<file path="src/rtl/stepper_pkg.sv">
// Shared definitions for the stepper ramp controller: FSM encoding,
// phase codes and saturating 32-bit arithmetic helpers.
package stepper_pkg;

    typedef enum logic [2:0] {
        ST_IDLE     = 3'd0,
        ST_LAUNCH   = 3'd1,
        ST_ACCEL    = 3'd2,
        ST_CRUISE   = 3'd3,
        ST_DECEL    = 3'd4,
        ST_STOPPING = 3'd5,
        ST_FINISH   = 3'd6
    } state_t;

    localparam logic [1:0] PHASE_IDLE   = 2'd0;
    localparam logic [1:0] PHASE_ACCEL  = 2'd1;
    localparam logic [1:0] PHASE_CRUISE = 2'd2;
    localparam logic [1:0] PHASE_DECEL  = 2'd3;

    // a - b, clamped at zero instead of wrapping
    function automatic logic [31:0] sat_sub32(input logic [31:0] a, input logic [31:0] b);
        return (a > b) ? (a - b) : 32'd0;
    endfunction

    // a + b, clamped at all-ones instead of wrapping
    function automatic logic [31:0] sat_add32(input logic [31:0] a, input logic [31:0] b);
        logic [32:0] sum;
        sum = {1'b0, a} + {1'b0, b};
        return sum[32] ? 32'hFFFF_FFFF : sum[31:0];
    endfunction

    // Phase code reported for each state; launch, stopping and finish report idle
    function automatic logic [1:0] phase_of(input state_t s);
        case (s)
            ST_ACCEL:  return PHASE_ACCEL;
            ST_CRUISE: return PHASE_CRUISE;
            ST_DECEL:  return PHASE_DECEL;
            default:   return PHASE_IDLE;
        endcase
    endfunction

endpackage

</file>
<file path="src/rtl/step_edge_detect.sv">
// Flags a step boundary: any cycle where the micro-stepper's completed-step
// count differs from the value it had on the previous clock.
module step_edge_detect (
    input  logic        clk,
    input  logic        rst,
    input  logic [31:0] count,
    output logic        boundary
);

    logic [31:0] count_q;

    // Keep last cycle's count for comparison
    always_ff @(posedge clk or posedge rst) begin
        if (rst) count_q <= '0;
        else     count_q <= count;
    end

    assign boundary = (count != count_q);

endmodule

</file>
<file path="src/rtl/stepper_ramp_ctrl.sv">
// Trapezoidal speed-ramp controller in front of a micro-stepper. Latches the
// move parameters, launches the move, walks the step period down to cruise
// and back up for the stop, and handles abort, emergency stop and go-timeout.
//
// Handshake with the micro-stepper: o_go is held high from launch until the
// controller stops; the move counts as accepted once i_motor_busy rises, and
// a later falling edge of i_motor_busy ends the move. i_step_count changes
// once per completed step; each change is a step boundary and the new period
// appears on o_period in the following cycle.
module stepper_ramp_ctrl
    import stepper_pkg::*;
#(
    parameter int GO_TIMEOUT = 16
) (
    input  logic        clk,
    input  logic        rst,
    input  logic        i_start,
    input  logic        i_abort,
    input  logic        i_estop,
    input  logic [31:0] i_steps,
    input  logic        i_direction,
    input  logic [31:0] i_start_period,
    input  logic [31:0] i_min_period,
    input  logic [31:0] i_period_delta,
    input  logic        i_motor_busy,
    input  logic [31:0] i_step_count,
    output logic        o_go,
    output logic        o_stop,
    output logic [31:0] o_steps,
    output logic        o_direction,
    output logic [31:0] o_period,
    output logic [1:0]  o_phase,
    output logic        o_busy,
    output logic        o_done,
    output logic        o_fault
);

    state_t      state;
    logic [31:0] start_lat;
    logic [31:0] min_lat;
    logic [31:0] delta_lat;
    logic [31:0] steps_tgt;
    logic [31:0] ramp_steps;
    logic [31:0] timer;
    logic        busy_q;
    logic        abort_pending;

    logic        boundary;
    logic        busy_fall;
    logic        decel_due;
    logic [31:0] steps_left;
    logic [31:0] period_dn_raw;
    logic [31:0] period_up_raw;
    logic [31:0] period_dn;
    logic [31:0] period_up;

    step_edge_detect u_edge (
        .clk      (clk),
        .rst      (rst),
        .count    (i_step_count),
        .boundary (boundary)
    );

    // Candidate periods for the next boundary and the decel trigger
    always_comb begin
        steps_left    = sat_sub32(steps_tgt, i_step_count);
        period_dn_raw = sat_sub32(o_period, delta_lat);
        period_up_raw = sat_add32(o_period, delta_lat);
        period_dn     = (period_dn_raw > min_lat) ? period_dn_raw : min_lat;
        period_up     = (period_up_raw < start_lat) ? period_up_raw : start_lat;
        busy_fall     = busy_q & ~i_motor_busy;
        decel_due     = (steps_left <= ramp_steps);
    end

    assign o_busy  = (state != ST_IDLE);
    assign o_phase = phase_of(state);

    // Move sequencer: state, latched parameters and all registered outputs
    always_ff @(posedge clk or posedge rst) begin
        if (rst) begin
            state         <= ST_IDLE;
            start_lat     <= '0;
            min_lat       <= '0;
            delta_lat     <= '0;
            steps_tgt     <= '0;
            ramp_steps    <= '0;
            timer         <= '0;
            busy_q        <= 1'b0;
            abort_pending <= 1'b0;
            o_go          <= 1'b0;
            o_stop        <= 1'b0;
            o_steps       <= '0;
            o_direction   <= 1'b0;
            o_period      <= '0;
            o_done        <= 1'b0;
            o_fault       <= 1'b0;
        end else begin
            busy_q <= i_motor_busy;
            o_done <= 1'b0;
            o_stop <= 1'b0;
            if (i_estop && state != ST_IDLE && state != ST_FINISH) begin
                // Hard stop wins over everything, including a pending abort
                o_stop   <= 1'b1;
                o_go     <= 1'b0;
                o_done   <= 1'b1;
                o_period <= start_lat;
                state    <= ST_FINISH;
            end else begin
                case (state)
                    ST_IDLE: begin
                        if (i_start) begin
                            start_lat     <= i_start_period;
                            min_lat       <= i_min_period;
                            delta_lat     <= i_period_delta;
                            steps_tgt     <= i_steps;
                            o_steps       <= {i_steps[23:0], 8'h00};
                            o_direction   <= i_direction;
                            o_period      <= i_start_period;
                            ramp_steps    <= '0;
                            timer         <= '0;
                            abort_pending <= 1'b0;
                            o_fault       <= 1'b0;
                            if (i_steps == 32'd0) begin
                                o_done <= 1'b1;
                                state  <= ST_FINISH;
                            end else begin
                                o_go  <= 1'b1;
                                state <= ST_LAUNCH;
                            end
                        end
                    end
                    ST_LAUNCH: begin
                        if (i_motor_busy) begin
                            // No room to ramp: run the whole move at the start period
                            state <= (min_lat >= start_lat) ? ST_CRUISE : ST_ACCEL;
                        end else if (timer == 32'(GO_TIMEOUT - 1)) begin
                            o_fault  <= 1'b1;
                            o_go     <= 1'b0;
                            o_done   <= 1'b1;
                            o_period <= start_lat;
                            state    <= ST_FINISH;
                        end else begin
                            timer <= timer + 32'd1;
                        end
                    end
                    ST_ACCEL, ST_CRUISE: begin
                        if (busy_fall) begin
                            o_go     <= 1'b0;
                            o_done   <= 1'b1;
                            o_period <= start_lat;
                            state    <= ST_FINISH;
                        end else if (i_abort || decel_due) begin
                            // Abort shortens the move to exactly the ramp-down length
                            if (i_abort) begin
                                steps_tgt     <= i_step_count + ramp_steps;
                                abort_pending <= 1'b1;
                            end
                            if (boundary) o_period <= period_up;
                            state <= ST_DECEL;
                        end else if (state == ST_ACCEL) begin
                            if (o_period == min_lat) begin
                                state <= ST_CRUISE;
                            end else if (boundary) begin
                                o_period   <= period_dn;
                                ramp_steps <= ramp_steps + 32'd1;
                            end
                        end
                    end
                    ST_DECEL: begin
                        if (busy_fall) begin
                            o_go     <= 1'b0;
                            o_done   <= 1'b1;
                            o_period <= start_lat;
                            state    <= ST_FINISH;
                        end else if (abort_pending && o_period == start_lat) begin
                            o_go   <= 1'b0;
                            o_stop <= 1'b1;
                            state  <= ST_STOPPING;
                        end else if (boundary) begin
                            o_period <= period_up;
                        end
                    end
                    ST_STOPPING: begin
                        o_done   <= 1'b1;
                        o_period <= start_lat;
                        state    <= ST_FINISH;
                    end
                    ST_FINISH: begin
                        o_period <= start_lat;
                        if (!i_start) state <= ST_IDLE;
                    end
                    default: state <= ST_IDLE;
                endcase
            end
        end
    end

endmodule

</file>
<file path="config.mk">
export PLATFORM = sky130hd
export DESIGN_NAME = stepper_ramp_ctrl
export DESIGN_NICKNAME = d
export VERILOG_FILES = /design/src/rtl/stepper_pkg.sv /design/src/rtl/step_edge_detect.sv /design/src/rtl/stepper_ramp_ctrl.sv
export SDC_FILE = /design/constraint.sdc
export NUM_CORES = 2
export LEC_CHECK = 0
export CAP_MARGIN = 10
export CORE_MARGIN = 1.5
export CORE_UTILIZATION = 61
export CTS_BUF_LIST = sky130_fd_sc_hd__clkbuf_8
export DETAILED_ROUTE_END_ITERATION = 16
export PLACE_DENSITY = 0.86
export SYNTH_ARGS = -nofsm -noshare
export SYNTH_HDL_FRONTEND = slang
export SYNTH_SLANG_ARGS = --single-unit
export TNS_END_PERCENT = 30
</file>
<file path="constraint.sdc">
create_clock -name clk -period 12.98 [get_ports clk]
set_input_delay 2.596 -clock clk [delete_from_list [all_inputs] [get_ports clk]]
set_output_delay 2.596 -clock clk [all_outputs]
set_load 0.005 [all_outputs]
</file>
==> flow_metrics.py <==
metrics = {
    "global_routing": {
        "antenna_found_initial": 6,
        "grt.total_usage_pct": 45.19,
        "overflow": 0,
        "grt_pass1_wl_um": 151200,
        "grt_pass1_vias": 25940,
        "grt_max_degree": 172,
    },
    "placement": {
        "dpl.cell_count": 3889,
        "hpwl_um": 74870,
        "routabilityCongestion": 1.020,
        "port_buffers": 230,
        "place_area_mm2": 0.02826,
    },
    "critical_path": {
        "critPathKind": "input pin to flop",
        "crit_family": "compound AO/OA/AOI/OAI gates",
        "crit_fanout": 32,
        "r2r_cells": 23,
        "cp_num_cells": 26,
        "r2r-start": "o_period[0]$_DFFE_PP0P_",
        "worstPathArrival_ns": 10.99,
        "cp-end-kind": "flop",
        "critical_path_required_ns": 13.55,
        "cpMaxStageDelayCell": "a21o_1",
        "critPathMaxStageDelay_ns": 0.80,
        "critPathLaunch": "i_step_count[0]",
        "crit_top_cell": "nor2_1",
        "critPathBufInv": 2,
        "worstSetupStartpointType": "input pin",
    },
    "logic_synthesis": {
        "synth-edff-count": 0,
        "synth_area_mm2": 0.02564,
        "ys_seq_area_share_pct": 28.30,
        "synth_seq_cells": 290,
        "async_flop_share_pct": 100.0,
        "synthCells": 3248,
        "yosys_warnings": 0,
        "ys_types": 92,
        "synth-main-ff-cell": "dfrtp_1",
        "synth_area_per_cell_um2": 7.895,
    },
    "sta": {
        "final-max-slew-violation-count": 0,
        "rsz0062_at_grt": "no",
        "tightest_slew_ns": 1.165,
        "slew_headroom_pct": 22.36,
        "skew_ns": 0.06242,
        "post-route-period-util_pct": 80.30,
        "setup_tns_ns": 0,
        "finalSetupViolations": 0,
        "fmax_mhz": 95.94,
        "hold_viol": 0,
        "layout_min_cycle_time_ns": 10.42,
    },
    "worst_hold_path": {
        "hp-start": "o_steps[26]$_DFFE_PP0P_",
        "hold_depth": 2,
        "hp-class": "flop to flop",
    },
    "final_layout": {
        "num-nets-final": 3841,
        "fill_cells": 3238,
        "final_common_cell": "nand2_1",
        "postLayoutCellArea_mm2": 0.02936,
        "final_cell_mix": "nand2_1, dfrtp_1, nor2_1, o21ai_0, ha_1",
        "final_layout_size_suffix_gt1_share_pct": 4.983,
        "instances_no_fill": 3990,
        "area_growth_pct": 14.51,
        "post-route-util_pct": 71.43,
    },
    "floorplan": {
        "pin_count": 239,
        "start_util_pct": 62.38,
        "dieArea_mm2": 0.04328,
        "core.rowCount": 74,
        "dieHeight_um": 208.0,
        "die_x_um": 208.0,
        "core_mm2": 0.04111,
    },
    "clock_tree": {
        "cts_tree": "built",
        "clk_path_buf_depth": 3,
        "clockRootBuffer": "clkbuf_8",
        "clk_latency_ns": 0.70,
        "cts.clk_slew.worst_paths_ns": 0.06,
        "cts_htree_levels": 2,
        "postCtsSetupBuffers": 0,
        "cts_hold_buf": 0,
        "cts_buffers": 55,
        "cts_resized": 0,
        "clkSinkCount": 290,
    },
    "drt": {
        "wirelength_um": 100100,
        "drcViolationCount": 0,
        "viasPerCell": 6.817,
        "postRouteAntennaNets": 0,
        "vias": 27200,
        "drt_iter0_markers": 4058,
        "wire_per_inst_um": 25.08,
        "drtPass1Iterations": 8,
    },
    "outcome": {
        "status": "complete, no violations",
    },
    "job": {
        "maxCapViolCount": 0,
    },
}
[cells by family after synthesis]
kind of cell	after synthesis	synth area share, %
adder cells (fa/ha/maj)	260	12.80
flip-flops	290	28.30
AND/OR/NAND/NOR	1150	21.05
AO/OA/AOI/OAI	903	22.83
buffers and inverters	382	5.879
other	1	0.01462
XOR/XNOR	238	8.129
multiplexers	24	0.9856
[layout make-up]
| cell class | count | area [µm²] | share of cell area, % |
|---|---|---|---|
| multi-input combinational | 2583 | 16960 | 57.76 |
| sequential | 290 | 7257 | 24.71 |
| timing repair buffer | 258 | 2525 | 8.599 |
| clock buffer | 70 | 963.4 | 3.281 |
| inverter | 226 | 855.8 | 2.915 |
| tap | 532 | 665.6 | 2.267 |
| clock inverter | 25 | 122.6 | 0.4176 |
| antenna | 6 | 15.01 | 0.05113 |
[cell usage after synthesis, drive strengths merged, types with 20 or more instances]
cell type  number  area share (%)
a211oi         26            0.78
a21o           56             1.6
a21oi         210             4.1
a221oi         28            0.98
a31oi          39            0.95
and2           22            0.54
and3           26            0.63
buf            41            0.89
clkbuf        115             1.7
dfrtp         290              28
ha            256              12
inv           224             3.3
nand2         423             6.2
nand2b         40             1.0
nand3          78             1.5
nand4          43             1.0
nor2          282             4.1
nor2b          36            0.88
nor3           62             1.3
nor4           45             1.1
o211ai         31            0.91
o21ai         267             5.2
o221ai         20            0.68
o31ai          31            0.91
or3            21            0.53
xnor2         110             3.8
xor2          128             4.4
[flip-flops by register name, indices dropped and copies added, names as in the netlist]
register        cells
o_go                1
state               3
busy_q              1
u_edge.count_q     32
start_lat          32
steps_tgt          32
o_period           32
o_steps            24
min_lat            32
o_direction         1
ramp_steps         32
timer              32
o_fault             1
delta_lat          32
o_done              1
abort_pending       1
o_stop              1
[layer usage]
metal / vias to the layer above / global-route usage [%] / routed length, µm / share of wire [%]
met5: - / 0 / 11 / 0.011
met2: 2007 / 70.39 / 43270 / 43
met1: 12820 / 58.29 / 38390 / 38
met3: 458 / 10.35 / 11950 / 12
met4: 2 / 24.59 / 6427 / 6.4
li1: 11920 / - / - / -
[path summary, 6_finish.rpt]
kind | end | slack, ns
setup / recovery | o_period[12]$_DFFE_PP0P_ | 2.56
hold / removal | o_steps[26]$_DFFE_PP0P_ | 0.47
setup reg to reg | o_period[28]$_DFFE_PP0P_ | 4.30
hold reg to reg | o_steps[26]$_DFFE_PP0P_ | 0.47
max in group asynchronous | timer[16]$_DFFE_PP0P_ | 8.91
min in group asynchronous | delta_lat[20]$_DFFE_PP0P_ | 2.50
[tightest hold or removal path, delay by kind of cell, from the launching register on]
family        cells  cell delay [ns]
flops             1             0.34
simple gates      2             0.11
[through the flow]
step	hold slack (ns)	setup WS, ns
2_1_floorplan	0.4428	2.378
3_3_place_gp	0.4578	2.513
3_5_place_dp	0.4615	2.177
4_1_cts	0.4767	2.846
5_1_grt	0.4992	2.229
6_report	0.4725	2.557
Power is left out: the tool's default activity adds up to more than one toggle a clock period on the data nets, which glitch-free logic cannot reach.
